$ cat src/rtl/dnn_pkg.sv
// Shared helpers for the feedforward/activation datapath: legality checks,
// word-count and address-width calculation, and lane offset mapping.
package dnn_pkg;

    function automatic bit cfg_legal(int fi, int z, int n, int width);
        return (fi > 0) && (z > 0) && (width > 0) && (n >= z)
            && ((z % fi) == 0) && ((n % z) == 0);
    endfunction

    function automatic int calc_nw(int z, int n);
        return n / z;
    endfunction

    function automatic int calc_aw(int nw);
        return (nw > 1) ? $clog2(nw) : 1;
    endfunction

    // Lane within the assembled word for input lane j of slice c
    function automatic int lane_offset(int c, int j, int z, int fi);
        return c * (z / fi) + j;
    endfunction

endpackage

$ cat src/rtl/actn_out_reg.sv
// Output stage of actn_packer: word register, valid/ready hold and the
// wrapping word address with its last flag.
module actn_out_reg #(
    parameter int word_w = 128,
    parameter int nw     = 2,
    parameter int aw     = 1
) (
    input  logic              clk,
    input  logic              reset,
    input  logic              load,
    input  logic [word_w-1:0] a_word,
    input  logic [word_w-1:0] sp_word,
    input  logic              out_ready,
    output logic              out_valid,
    output logic [word_w-1:0] a_package,
    output logic [word_w-1:0] sp_out_package,
    output logic [aw-1:0]     addr,
    output logic              last
);

    localparam logic [aw-1:0] ADDR_MAX = aw'(nw - 1);

    logic drain;
    assign drain = out_valid && out_ready;

    always_ff @(posedge clk or posedge reset) begin
        if (reset) begin
            out_valid      <= 1'b0;
            a_package      <= '0;
            sp_out_package <= '0;
            addr           <= '0;
        end else begin
            if (load) begin
                out_valid      <= 1'b1;
                a_package      <= a_word;
                sp_out_package <= sp_word;
            end else if (drain) begin
                out_valid <= 1'b0;
            end
            if (drain)
                addr <= (addr == ADDR_MAX) ? '0 : addr + 1'b1;
        end
    end

    assign last = out_valid && (addr == ADDR_MAX);

endmodule

$ cat src/rtl/actn_packer.sv
// Packs fi consecutive z/fi-lane slices into z-lane activation and sp words.
// Build option ACTN_PACKER_OVF_CHECK_EN adds a sticky stall-hold checker on ovf_err.
module actn_packer
    import dnn_pkg::*;
#(
    parameter int fi    = 4,
    parameter int z     = 8,
    parameter int n     = 16,
    parameter int width = 16
) (
    input  logic                                     clk,
    input  logic                                     reset,
    input  logic                                     in_valid,
    output logic                                     in_ready,
    input  logic [width*z/fi-1:0]                    sigmoid_package,
    input  logic [width*z/fi-1:0]                    sp_package,
    output logic                                     out_valid,
    input  logic                                     out_ready,
    output logic [width*z-1:0]                       a_package,
    output logic [width*z-1:0]                       sp_out_package,
    output logic [calc_aw(calc_nw(z, n))-1:0]        addr,
    output logic                                     last,
    output logic                                     ovf_err
);

    localparam bit CFG_OK  = cfg_legal(fi, z, n, width);
    localparam int NW      = calc_nw(z, n);
    localparam int AW      = calc_aw(NW);
    localparam int SLICE_W = width * z / fi;
    localparam int WORD_W  = width * z;
    localparam int CW      = (fi > 1) ? $clog2(fi) : 1;
    localparam logic [CW-1:0] C_LAST = CW'(fi - 1);

    generate
        if (!CFG_OK) begin : g_bad_cfg
            $error("actn_packer: illegal fi/z/n/width combination");
        end
    endgenerate

    logic [CW-1:0]     c;
    logic [WORD_W-1:0] pack_a, pack_sp;
    logic [WORD_W-1:0] nxt_a, nxt_sp;
    logic              accept, complete;

    assign in_ready = (c != C_LAST) || !out_valid || out_ready;
    assign accept   = in_valid && in_ready;
    assign complete = accept && (c == C_LAST);

    // Packing contents with the arriving slice merged in; this is also the
    // word handed to the output stage on the completing edge.
    always_comb begin
        nxt_a  = pack_a;
        nxt_sp = pack_sp;
        for (int k = 0; k < fi; k++) begin
            if (int'(c) == k) begin
                nxt_a[lane_offset(k, 0, z, fi)*width +: SLICE_W]  = sigmoid_package;
                nxt_sp[lane_offset(k, 0, z, fi)*width +: SLICE_W] = sp_package;
            end
        end
    end

    always_ff @(posedge clk or posedge reset) begin
        if (reset) begin
            c       <= '0;
            pack_a  <= '0;
            pack_sp <= '0;
        end else if (accept) begin
            c       <= (c == C_LAST) ? '0 : c + 1'b1;
            pack_a  <= nxt_a;
            pack_sp <= nxt_sp;
        end
    end

    actn_out_reg #(
        .word_w (WORD_W),
        .nw     (NW),
        .aw     (AW)
    ) u_out_reg (
        .clk            (clk),
        .reset          (reset),
        .load           (complete),
        .a_word         (nxt_a),
        .sp_word        (nxt_sp),
        .out_ready      (out_ready),
        .out_valid      (out_valid),
        .a_package      (a_package),
        .sp_out_package (sp_out_package),
        .addr           (addr),
        .last           (last)
    );

`ifdef ACTN_PACKER_OVF_CHECK_EN
    logic [SLICE_W-1:0] prev_sig, prev_sp;
    logic               ovf_q;

    always_ff @(posedge clk or posedge reset) begin
        if (reset) begin
            prev_sig <= '0;
            prev_sp  <= '0;
            ovf_q    <= 1'b0;
        end else begin
            prev_sig <= sigmoid_package;
            prev_sp  <= sp_package;
            if (in_valid && !in_ready &&
                ((sigmoid_package != prev_sig) || (sp_package != prev_sp)))
                ovf_q <= 1'b1;
        end
    end

    assign ovf_err = ovf_q;
`else
    assign ovf_err = 1'b0;
`endif

endmodule

$ cat config.mk
export PLATFORM = sky130hd
export DESIGN_NAME = actn_packer
export DESIGN_NICKNAME = d
export VERILOG_FILES = /design/src/rtl/dnn_pkg.sv /design/src/rtl/actn_out_reg.sv /design/src/rtl/actn_packer.sv
export SDC_FILE = /design/constraint.sdc
export NUM_CORES = 1
export LEC_CHECK = 0
export CORE_MARGIN = 5
export CORE_UTILIZATION = 25
export CTS_CLUSTER_SIZE = 30
export DETAILED_ROUTE_END_ITERATION = 6
export PLACE_DENSITY_LB_ADDON = 0.2
export SYNTH_ARGS = -nofsm -noshare
export SYNTH_HDL_FRONTEND = slang
export SYNTH_SLANG_ARGS = --single-unit
export TNS_END_PERCENT = 20
$ cat constraint.sdc
create_clock -name clk -period 18.1 [get_ports clk]
set_input_delay 3.62 -clock clk [delete_from_list [all_inputs] [get_ports clk]]
set_output_delay 3.62 -clock clk [all_outputs]
set_load 0.01 [all_outputs]
==> results.py, run 1 <==
metrics = {
    "timing": {
        "rsz0062_at_grt": "no",
        "fmax_ghz": 0.116,
        "finalSetupViolCount": 0,
        "tns_ns": 0,
        "slew_viol_final": 0,
        "finalCritPeriodShare_pct": 47.4,
        "slew_headroom_pct": 26.9,
        "finalCriticalPeriod_ns": 8.58,
        "skew_ns": 0.0272,
        "tightestPinTransition_ns": 1.10,
        "hold_viol_final": 0,
    },
    "layout": {
        "final_common_cell": "dfrtp_1",
        "final_cell_mix": "dfrtp_1 (452), mux2_4 (387), clkdlybuf4s50_1 (327)",
        "syn2layout_area_growth_pct": 28.3,
        "drive_above_1_share_pct": 45.1,
        "post-route-util_pct": 32.4,
        "layout.nets": 1586,
        "regArea_um2": 11300,
        "multi_input_area_um2": 8870,
        "diodes": 0,
        "n_fill_cell": 7981,
    },
    "worst_setup_path": {
        "cp_common_cell": "clkdlybuf4s50_1",
        "arrival_ns": 4.96,
        "path_class": "input port to primary output",
        "path_cells": "clkdlybuf4s50_1, nand3b_1, clkdlybuf4s50_1",
        "critPathCaptureType": "primary output",
        "cp-start-kind": "input port",
        "crit_family": "buffers and inverters",
        "critPathSlowestCell": "clkdlybuf4s50_1",
        "cp_max_fo": 6,
        "critPathMaxStageDelay_ns": 0.60,
        "cp_data_required_time_ns": 14.48,
        "crit_buf_inv": 2,
    },
    "yosys": {
        "synth_top_cell_area_share_pct": 54.4,
        "synthTopCellsByArea": "dfrtp_1 (54%), mux2_4 (28%), mux2_2 (12%)",
        "yosysUniqueCellTypes": 21,
        "syn-num-nets": 1264,
        "async_flop_share_pct": 100,
        "synth-seq-cells": 452,
        "synth-main-ff-cell": "dfrtp_1",
        "synth-edff-count": 0,
        "netlist_area_um2": 20800,
        "netlist_instances": 1192,
        "yosysSeqAreaShare_pct": 54.4,
        "synth_top_area_cell": "dfrtp_1",
        "ys_warn_count": 0,
        "avgSynthCellArea_um2": 17.4,
    },
    "placement": {
        "dp_hpwl_mm": 33.5,
        "place.gp.congestion": 0.699,
        "portBuffers": 327,
    },
    "global_route": {
        "grt_pass1_vias": 12117,
        "antenna_found_initial": 1,
        "track_usage_pct": 12.1,
        "grt-ovfl-total": 0,
        "grt_pass1_wl_mm": 84.0,
        "grt_start_max_net_pins": 151,
    },
    "cts": {
        "cts_setup_buffers": 0,
        "cts_buffers": 55,
        "cts.reportedPaths.clkPinSlew_ns": 0.05,
        "cts_htree_levels": 2,
        "tritoncts": "built",
        "cts_sinks": 452,
        "ctsHoldBuffers": 0,
        "post_cts_resize_count": 0,
        "cts_root_buf": "clkbuf_16",
        "cts_buffer_depth": 3,
        "clk_latency_ns": 0.61,
    },
    "outcome": {
        "status": "completed",
    },
    "floorplanning": {
        "design.core.area_um2": 82200,
        "die_h_um": 298,
        "initial_core_util_pct": 25.3,
        "rows": 105,
        "die_w_um": 298,
        "die-area_um2": 89000,
        "pin_count": 329,
    },
    "drt": {
        "drcViolationCount": 0,
        "routed_wl_mm": 55.5,
        "drtPass1Iterations": 4,
        "drt_iter0_drc": 329,
        "vias_per_cell": 4.19,
        "routedWlPerCell_um": 21.2,
        "antenna_left": 0,
        "vias": 10987,
    },
    "pwr": {
        "p_leak_nw": 11.4,
        "power.density_nw_per_um2": 203,
        "ir_drop_mv": 0.0937,
    },
    "flow_run": {
        "cap_violations": 0,
    },
    "min_path": {
        "hold_class": "flop to flop",
    },
}
-- cell type report --
cell class | instances | area share (%)
clock buffers | 81 | 5.83
clock inverters | 14 | 0.615
inverters | 4 | 0.0845
multi-input cells | 660 | 33.3
flip-flops and latches | 452 | 42.4
well taps | 1070 | 5.02
repair buffers | 341 | 12.8
-- cells by family (layout without fill, tap and decap cells) --
kind of cell | count (synthesis) | count (layout) | share of synthesized area, %
muxes | 641 | 641 | 41.7
DFF | 452 | 452 | 54.4
buffers and inverters | 80 | 440 | 3.20
and+or+nand+nor | 11 | 11 | 0.295
adders and majority gates | 4 | 4 | 0.241
AOI/OAI and AO/OA | 2 | 2 | 0.0542
other | 1 | 1 | 0.0180
xor gates and xnor gates | 1 | 1 | 0.0422
-- synth_stat cells (2+ instances only) --
cell / count
ha_1: 4
buf_1: 15
dfrtp_1: 452
mux2_2: 213
mux2_4: 387
buf_2: 12
mux2_1: 41
and3_1: 4
inv_1: 4
clkbuf_1: 2
buf_6: 46
nand2_1: 3
-- worst paths after layout --
kind | cells after the start | slack (ns) | start | end
setup / recovery | 3 | 9.52 | out_ready | in_ready
hold / removal | 1 | 0.48 | pack_a[60]$_DFFE_PP0P_ | pack_a[60]$_DFFE_PP0P_
setup reg to reg | 5 | 14.53 | c[0]$_DFFE_PP0P_ | u_out_reg.a_package[28]$_DFFE_PP0P_
hold reg to reg | 1 | 0.48 | pack_a[60]$_DFFE_PP0P_ | pack_a[60]$_DFFE_PP0P_
max in group asynchronous | 4 | 12.31 | reset | pack_sp[14]$_DFFE_PP0P_
min in group asynchronous | 2 | 3.56 | reset | u_out_reg.a_package[19]$_DFFE_PP0P_
-- registers in the layout, summed over array words and instances (netlist names) --
name,flops
c,2
u_out_reg.a_package,128
u_out_reg.sp_out_package,128
pack_sp,96
u_out_reg.out_valid,1
pack_a,96
u_out_reg.addr,1
-- per-stage QoR --
stage                     hold slack [ns]  power (mW)  worst slack [ns]  instances  instance area [um2]
after global placement              0.465        4.39              9.53       2527                24900
after CTS                           0.488        5.54              9.52       2622                26700
after detailed placement            0.475        4.42              9.53       2527                24900
after floorplan                     0.454        3.41              1.88       1192                20800
after global routing                0.500        5.73              9.44       2622                26700
final                               0.483        5.42              9.52       2622                26700
-- per-layer routing --
| metal | global-route usage [%] | part of all wire, % | up-vias |
|---|---|---|---|
| met2 | 18.5 | 44 | 241 |
| met5 | 0 | 0 | - |
| li1 | - | - | 4909 |
| met4 | 3.04 | 2.2 | 0 |
| met1 | 16.9 | 47 | 5764 |
| met3 | 3.61 | 6.1 | 73 |
-- power by group --
part / internal, mW / leakage, nW / switching, mW
clock network: 0.620 / 0.843 / 0.440
logic: 1.61 / 5.17 / 0.906
registers: 1.54 / 5.39 / 0.304
total: 3.77 / 11.4 / 1.65
-- worst register-to-register path, cell delays in order, from the launching register on --
cell and delay (ns):
dfrtp_1 0.46, ha_1 0.28, and3_4 0.65, buf_4 0.77, buf_4 0.87, mux2_4 0.42
Note: power is estimated with default switching activity, not from simulation.
==> run 2, diff against run 1 <==
==> constraint.sdc (replaced) <==
create_clock -name clk -period 7.7 [get_ports clk]
set_input_delay 1.54 -clock clk [delete_from_list [all_inputs] [get_ports clk]]
set_output_delay 1.54 -clock clk [all_outputs]
set_load 0.01 [all_outputs]
==> run 2 against run 1 <==
  * Hold slack about the same
  * Global-route usage increased by 0.13 points
  * Sequential cell count stayed put
  * Sequential power increased by 130%
  * Clock skew is 0.011 ns lower
  * Clock power up 150%
  * Critical path depth stayed put
  * Final cell count is 0.31% higher
  * Cell area increased by 0.51%
  * Critical path type unchanged
  * Highest routed layer unchanged
  * Non-clock buffer count increased by 2
==> results.py, run 2 (same netlist as run 1, synthesis figures left out) <==
metrics = {
    "drt": {
        "antenna_left": 0,
        "routed_wl_mm": 56.1,
        "routedWlPerCell_um": 21.3,
        "vias_per_cell": 4.17,
        "vias": 10966,
        "drtPass1Iterations": 4,
        "drcViolationCount": 0,
        "drt_iter0_drc": 401,
    },
    "placement": {
        "dp_slack_ns": 3.23,
        "dp_hpwl_mm": 33.8,
        "portBuffers": 327,
        "place.gp.congestion": 0.685,
    },
    "worst_setup_path": {
        "arrival_ns": 2.92,
        "path_cells": "clkdlybuf4s50_1, nand3b_1, clkdlybuf4s50_1",
        "cp_max_fo": 6,
        "critPathMaxStageDelay_ns": 0.60,
        "cp_data_required_time_ns": 6.16,
        "crit_buf_inv": 2,
        "rr_endpoint": "pack_sp[93]$_DFFE_PP0P_",
        "cp-start-kind": "input port",
        "worstSetupStartpoint": "out_ready",
        "critPathCaptureType": "primary output",
        "r2r_cells": 5,
        "r2r_slack_ns": 4.36,
        "path_class": "input port to primary output",
        "cp_common_cell": "clkdlybuf4s50_1",
        "reg2reg_from": "c[0]$_DFFE_PP0P_",
        "critPathSlowestCell": "clkdlybuf4s50_1",
        "crit_family": "buffers and inverters",
    },
    "cts": {
        "clk_latency_ns": 0.59,
        "cts_htree_levels": 2,
        "ctsHoldBuffers": 0,
        "cts_sinks": 452,
        "cts_buffer_depth": 3,
        "cts_root_buf": "clkbuf_16",
        "cts.reportedPaths.clkPinSlew_ns": 0.06,
        "tritoncts": "built",
        "post_cts_resize_count": 0,
        "cts_buffers": 54,
        "cts_setup_buffers": 0,
    },
    "timing": {
        "rsz0062_at_grt": "no",
        "skew_ns": 0.0157,
        "fmax_ghz": 0.224,
        "tns_ns": 0,
        "slew_headroom_pct": 29.0,
        "finalCriticalPeriod_ns": 4.46,
        "worst_slack_ns": 3.24,
        "finalCritPeriodShare_pct": 57.9,
        "tightestPinTransition_ns": 1.06,
        "hold_viol_final": 0,
        "finalSetupViolCount": 0,
        "slew_viol_final": 0,
    },
    "min_path": {
        "hold_class": "flop to flop",
        "hold_start": "pack_a[60]$_DFFE_PP0P_",
        "worstHoldPathCells": 1,
        "hold_end": "pack_a[60]$_DFFE_PP0P_",
    },
    "floorplanning": {
        "die_h_um": 298,
        "rows": 105,
        "design.core.area_um2": 82200,
        "pin_count": 329,
        "die_w_um": 298,
        "die-area_um2": 89000,
        "initial_core_util_pct": 25.3,
    },
    "global_route": {
        "antenna_found_initial": 0,
        "grtUsageMet3_pct": 3.41,
        "grt_most_used_layer": "met2",
        "track_usage_pct": 12.2,
        "grt_pass1_vias": 12163,
        "grt_start_max_net_pins": 119,
        "grt_pass1_wl_mm": 84.6,
        "use_met2_pct": 19.0,
        "use_met1_pct": 17.1,
        "grt-ovfl-total": 0,
    },
    "layout": {
        "final_common_cell": "dfrtp_1",
        "largestRegisters": "u_out_reg.a_package (128), u_out_reg.sp_out_package (128)",
        "drive_above_1_share_pct": 45.5,
        "final_cell_mix": "dfrtp_1 (452), mux2_4 (387), clkdlybuf4s50_1 (327)",
        "diodes": 0,
        "layout.nets": 1587,
        "syn2layout_area_growth_pct": 29.0,
    },
    "pwr": {
        "power.density_nw_per_um2": 479,
        "p_leak_nw": 11.5,
        "ir_drop_mv": 0.188,
        "total_power_mw": 12.8,
    },
    "outcome": {
        "status": "completed",
    },
    "flow_run": {
        "cap_violations": 0,
    },
}
run 2: cell types whose count changed in the layout (fill, tap and decap cells not counted), sizes merged:
cell,previous run,this run
clkinv,10,9
bufinv,2,3
inv,6,4
clkinvlp,0,3
clkbuf,81,86
buf,14,16
run 2: stage by stage:
stage	instances	utilization, %	cell area [um2]	hold WS [ns]
global placement	2529	30.4	25000	0.463
detailed placement	2529	30.4	25000	0.474
floorplan	1192	-	20800	0.454
CTS	2630	32.6	26800	0.488
global route	2630	32.6	26800	0.505
finish	2630	32.6	26800	0.483
run 2: layout make-up:
type / count / area (um2)
fillers: 7958 / 55400
flip-flops and latches: 452 / 11300
multi-input cells: 660 / 8870
repair buffers: 343 / 3460
clock buffers: 86 / 1640
well taps: 1070 / 1340
clock inverters: 15 / 163
inverters: 4 / 18.8
run 2: routing by layer:
| layer | up-vias | part of all wire [%] |
|---|---|---|
| met3 | 63 | 5.7 |
| met5 | - | 0 |
| met1 | 5748 | 48 |
| met2 | 224 | 45 |
| li1 | 4931 | - |
| met4 | 0 | 1.7 |
run 2: worst max-delay path by stage:
stage | end | slack (ns) | depth (start not counted)
CTS | in_ready | 3.24 | 3
finish | in_ready | 3.24 | 3
global route | in_ready | 3.18 | 3
global placement | in_ready | 3.27 | 3
detailed placement | pack_sp[93]$_DFFE_PP0P_ | 3.23 | 5
floorplan | c[0]$_DFFE_PP0P_ | 0.05 | 1
run 2: report_power, final:
group          internal, mW  switching, mW
clock                  1.56           1.05
sequential             3.61          0.712
combinational          3.79           2.12
total                  8.96           3.88
==> run 3, diff against run 2 <==
==> constraint.sdc (replaced) <==
create_clock -name clk -period 3.7 [get_ports clk]
set_input_delay 0.74 -clock clk [delete_from_list [all_inputs] [get_ports clk]]
set_output_delay 0.74 -clock clk [all_outputs]
set_load 0.01 [all_outputs]
==> run 3 against run 2 <==
  * Cell area grew 1.6%
  * Power grew 110%
  * Final cell count grew 0.91%
  * Non-clock buffer count grew 24
  * Sequential share of layout area shrank 0.68 points
  * Sequential power grew 110%
  * Hold slack gained 0.0014 ns
==> results.py, run 3 (same netlist as run 1, synthesis figures left out) <==
metrics = {
    "layout": {
        "largestRegisters": "u_out_reg.a_package (128), u_out_reg.sp_out_package (128)",
        "diodes": 0,
        "n_fill_cell": 7976,
        "final_cell_mix": "dfrtp_1 (452), mux2_4 (387), clkdlybuf4s50_1 (327)",
        "syn2layout_area_growth_pct": 31.1,
        "layout.nets": 1611,
        "drive_above_1_share_pct": 47.0,
        "final_area_um2": 27200,
        "regArea_um2": 11300,
        "final_common_cell": "dfrtp_1",
        "multi_input_area_um2": 8870,
    },
    "placement": {
        "dp_slack_ns": 0.710,
        "postPlaceCellArea_um2": 25400,
        "portBuffers": 327,
        "dp_hpwl_mm": 36.3,
        "place.gp.congestion": 0.674,
    },
    "global_route": {
        "track_usage_pct": 12.4,
        "grt-ovfl-total": 0,
        "antenna_found_initial": 1,
        "grt_pass1_vias": 12462,
        "grt_pass1_wl_mm": 85.4,
        "grt_start_max_net_pins": 91,
    },
    "worst_setup_path": {
        "reg2reg_from": "c[0]$_DFFE_PP0P_",
        "cp_data_required_time_ns": 2.96,
        "path_class": "flop to primary output",
        "arrival_ns": 2.28,
        "r2r_cells": 5,
        "critPathCaptureType": "primary output",
        "cp_max_fo": 6,
        "rr_endpoint": "pack_a[94]$_DFFE_PP0P_",
        "r2r_slack_ns": 1.19,
        "cp-start-kind": "flop",
    },
    "floorplanning": {
        "pin_count": 329,
        "rows": 105,
        "initial_core_util_pct": 25.3,
        "design.core.area_um2": 82200,
        "die-area_um2": 89000,
        "die_w_um": 298,
        "die_h_um": 298,
    },
    "cts": {
        "post_cts_resize_count": 0,
        "cts_buffers": 54,
        "tritoncts": "built",
        "cts_root_buf": "clkbuf_16",
        "cts_sinks": 452,
        "cts.reportedPaths.clkPinSlew_ns": 0.06,
        "cts_buffer_depth": 3,
        "cts_htree_levels": 2,
        "ctsHoldBuffers": 0,
        "clk_latency_ns": 0.59,
        "cts_setup_buffers": 0,
    },
    "timing": {
        "skew_ns": 0.0161,
        "tightestPinTransition_ns": 0.663,
        "tns_ns": 0,
        "finalCritPeriodShare_pct": 81.7,
        "whs_ns": 0.485,
        "slew_viol_final": 0,
        "rsz0062_at_grt": "no",
        "hold_viol_final": 0,
        "slew_headroom_pct": 55.7,
        "finalSetupViolCount": 0,
        "worst_slack_ns": 0.678,
        "fmax_ghz": 0.331,
        "finalCriticalPeriod_ns": 3.02,
    },
    "drt": {
        "drt_iter0_drc": 421,
        "routedWlPerCell_um": 21.3,
        "routed_wl_mm": 56.4,
        "vias_per_cell": 4.21,
        "vias": 11169,
        "drcViolationCount": 0,
        "drtPass1Iterations": 4,
        "antenna_left": 0,
    },
    "pwr": {
        "power.density_nw_per_um2": 992,
        "total_power_mw": 27.0,
        "ir_drop_mv": 0.418,
        "p_leak_nw": 11.7,
    },
    "flow_run": {
        "cap_violations": 0,
    },
    "min_path": {
        "hold_class": "flop to flop",
        "hold_start": "pack_a[28]$_DFFE_PP0P_",
        "hold_end": "pack_a[28]$_DFFE_PP0P_",
        "worstHoldPathCells": 1,
    },
    "outcome": {
        "status": "completed",
    },
}
==> run 3: cell count changes in the layout (fill, tap and decap cells not counted), sizes merged <==
cell      previous run  this run
buf                 16        40
inv                  4         6
clkbuf              86        74
clkinvlp             3         6
bufinv               3         5
clkinv               9        14
==> run 3: worst max-delay path: stages (launching register included) <==
cell	delay [ns]
dfrtp_1	0.45
ha_1	0.32
nand3b_1	0.31
clkdlybuf4s50_1	0.62
==> run 3: per-layer routing <==
layer / vias to the layer above / global-route usage (%) / routed length (um)
met5: - / 0 / 13
met4: 2 / 3.17 / 1230
met3: 79 / 3.55 / 3460
met2: 258 / 19.5 / 25500
met1: 5863 / 16.9 / 26200
li1: 4967 / - / -
==> run 3: metrics by stage <==
step / std cells / util [%]
final: 2654 / 33.1
after global routing: 2654 / 33.1
after CTS: 2654 / 33.1
after detailed placement: 2553 / 30.9
after global placement: 2553 / 30.9
after floorplan: 1192 / -
==> run 3: area by class of cell <==
class	instances	share of cell area, %
Clock inverter	27	1.06
Multi-Input combinational cell	660	32.6
Tap cell	1070	4.92
Sequential cell	452	41.5
Inverter	4	0.0689
Clock buffer	74	5.79
Timing Repair Buffer	367	14.1
==> run 3: worst max-delay path by stage <==
stage                                start                     end  slack [ns]  cells after the start
final                     c[0]$_DFFE_PP0P_                in_ready        0.68                      3
after global routing      c[0]$_DFFE_PP0P_                in_ready        0.51                      3
after CTS                 c[0]$_DFFE_PP0P_                in_ready        0.60                      3
after detailed placement         out_ready  pack_a[31]$_DFFE_PP0P_        0.71                      5
after global placement           out_ready  pack_a[31]$_DFFE_PP0P_        0.74                      5
after floorplan                      reset        c[0]$_DFFE_PP0P_       -3.15                      1
==> run 3: power by group <==
part | switching, mW | internal [mW]
sequential | 1.54 | 7.52
clock | 2.18 | 3.33
combinational | 4.44 | 8.02
total | 8.17 | 18.9
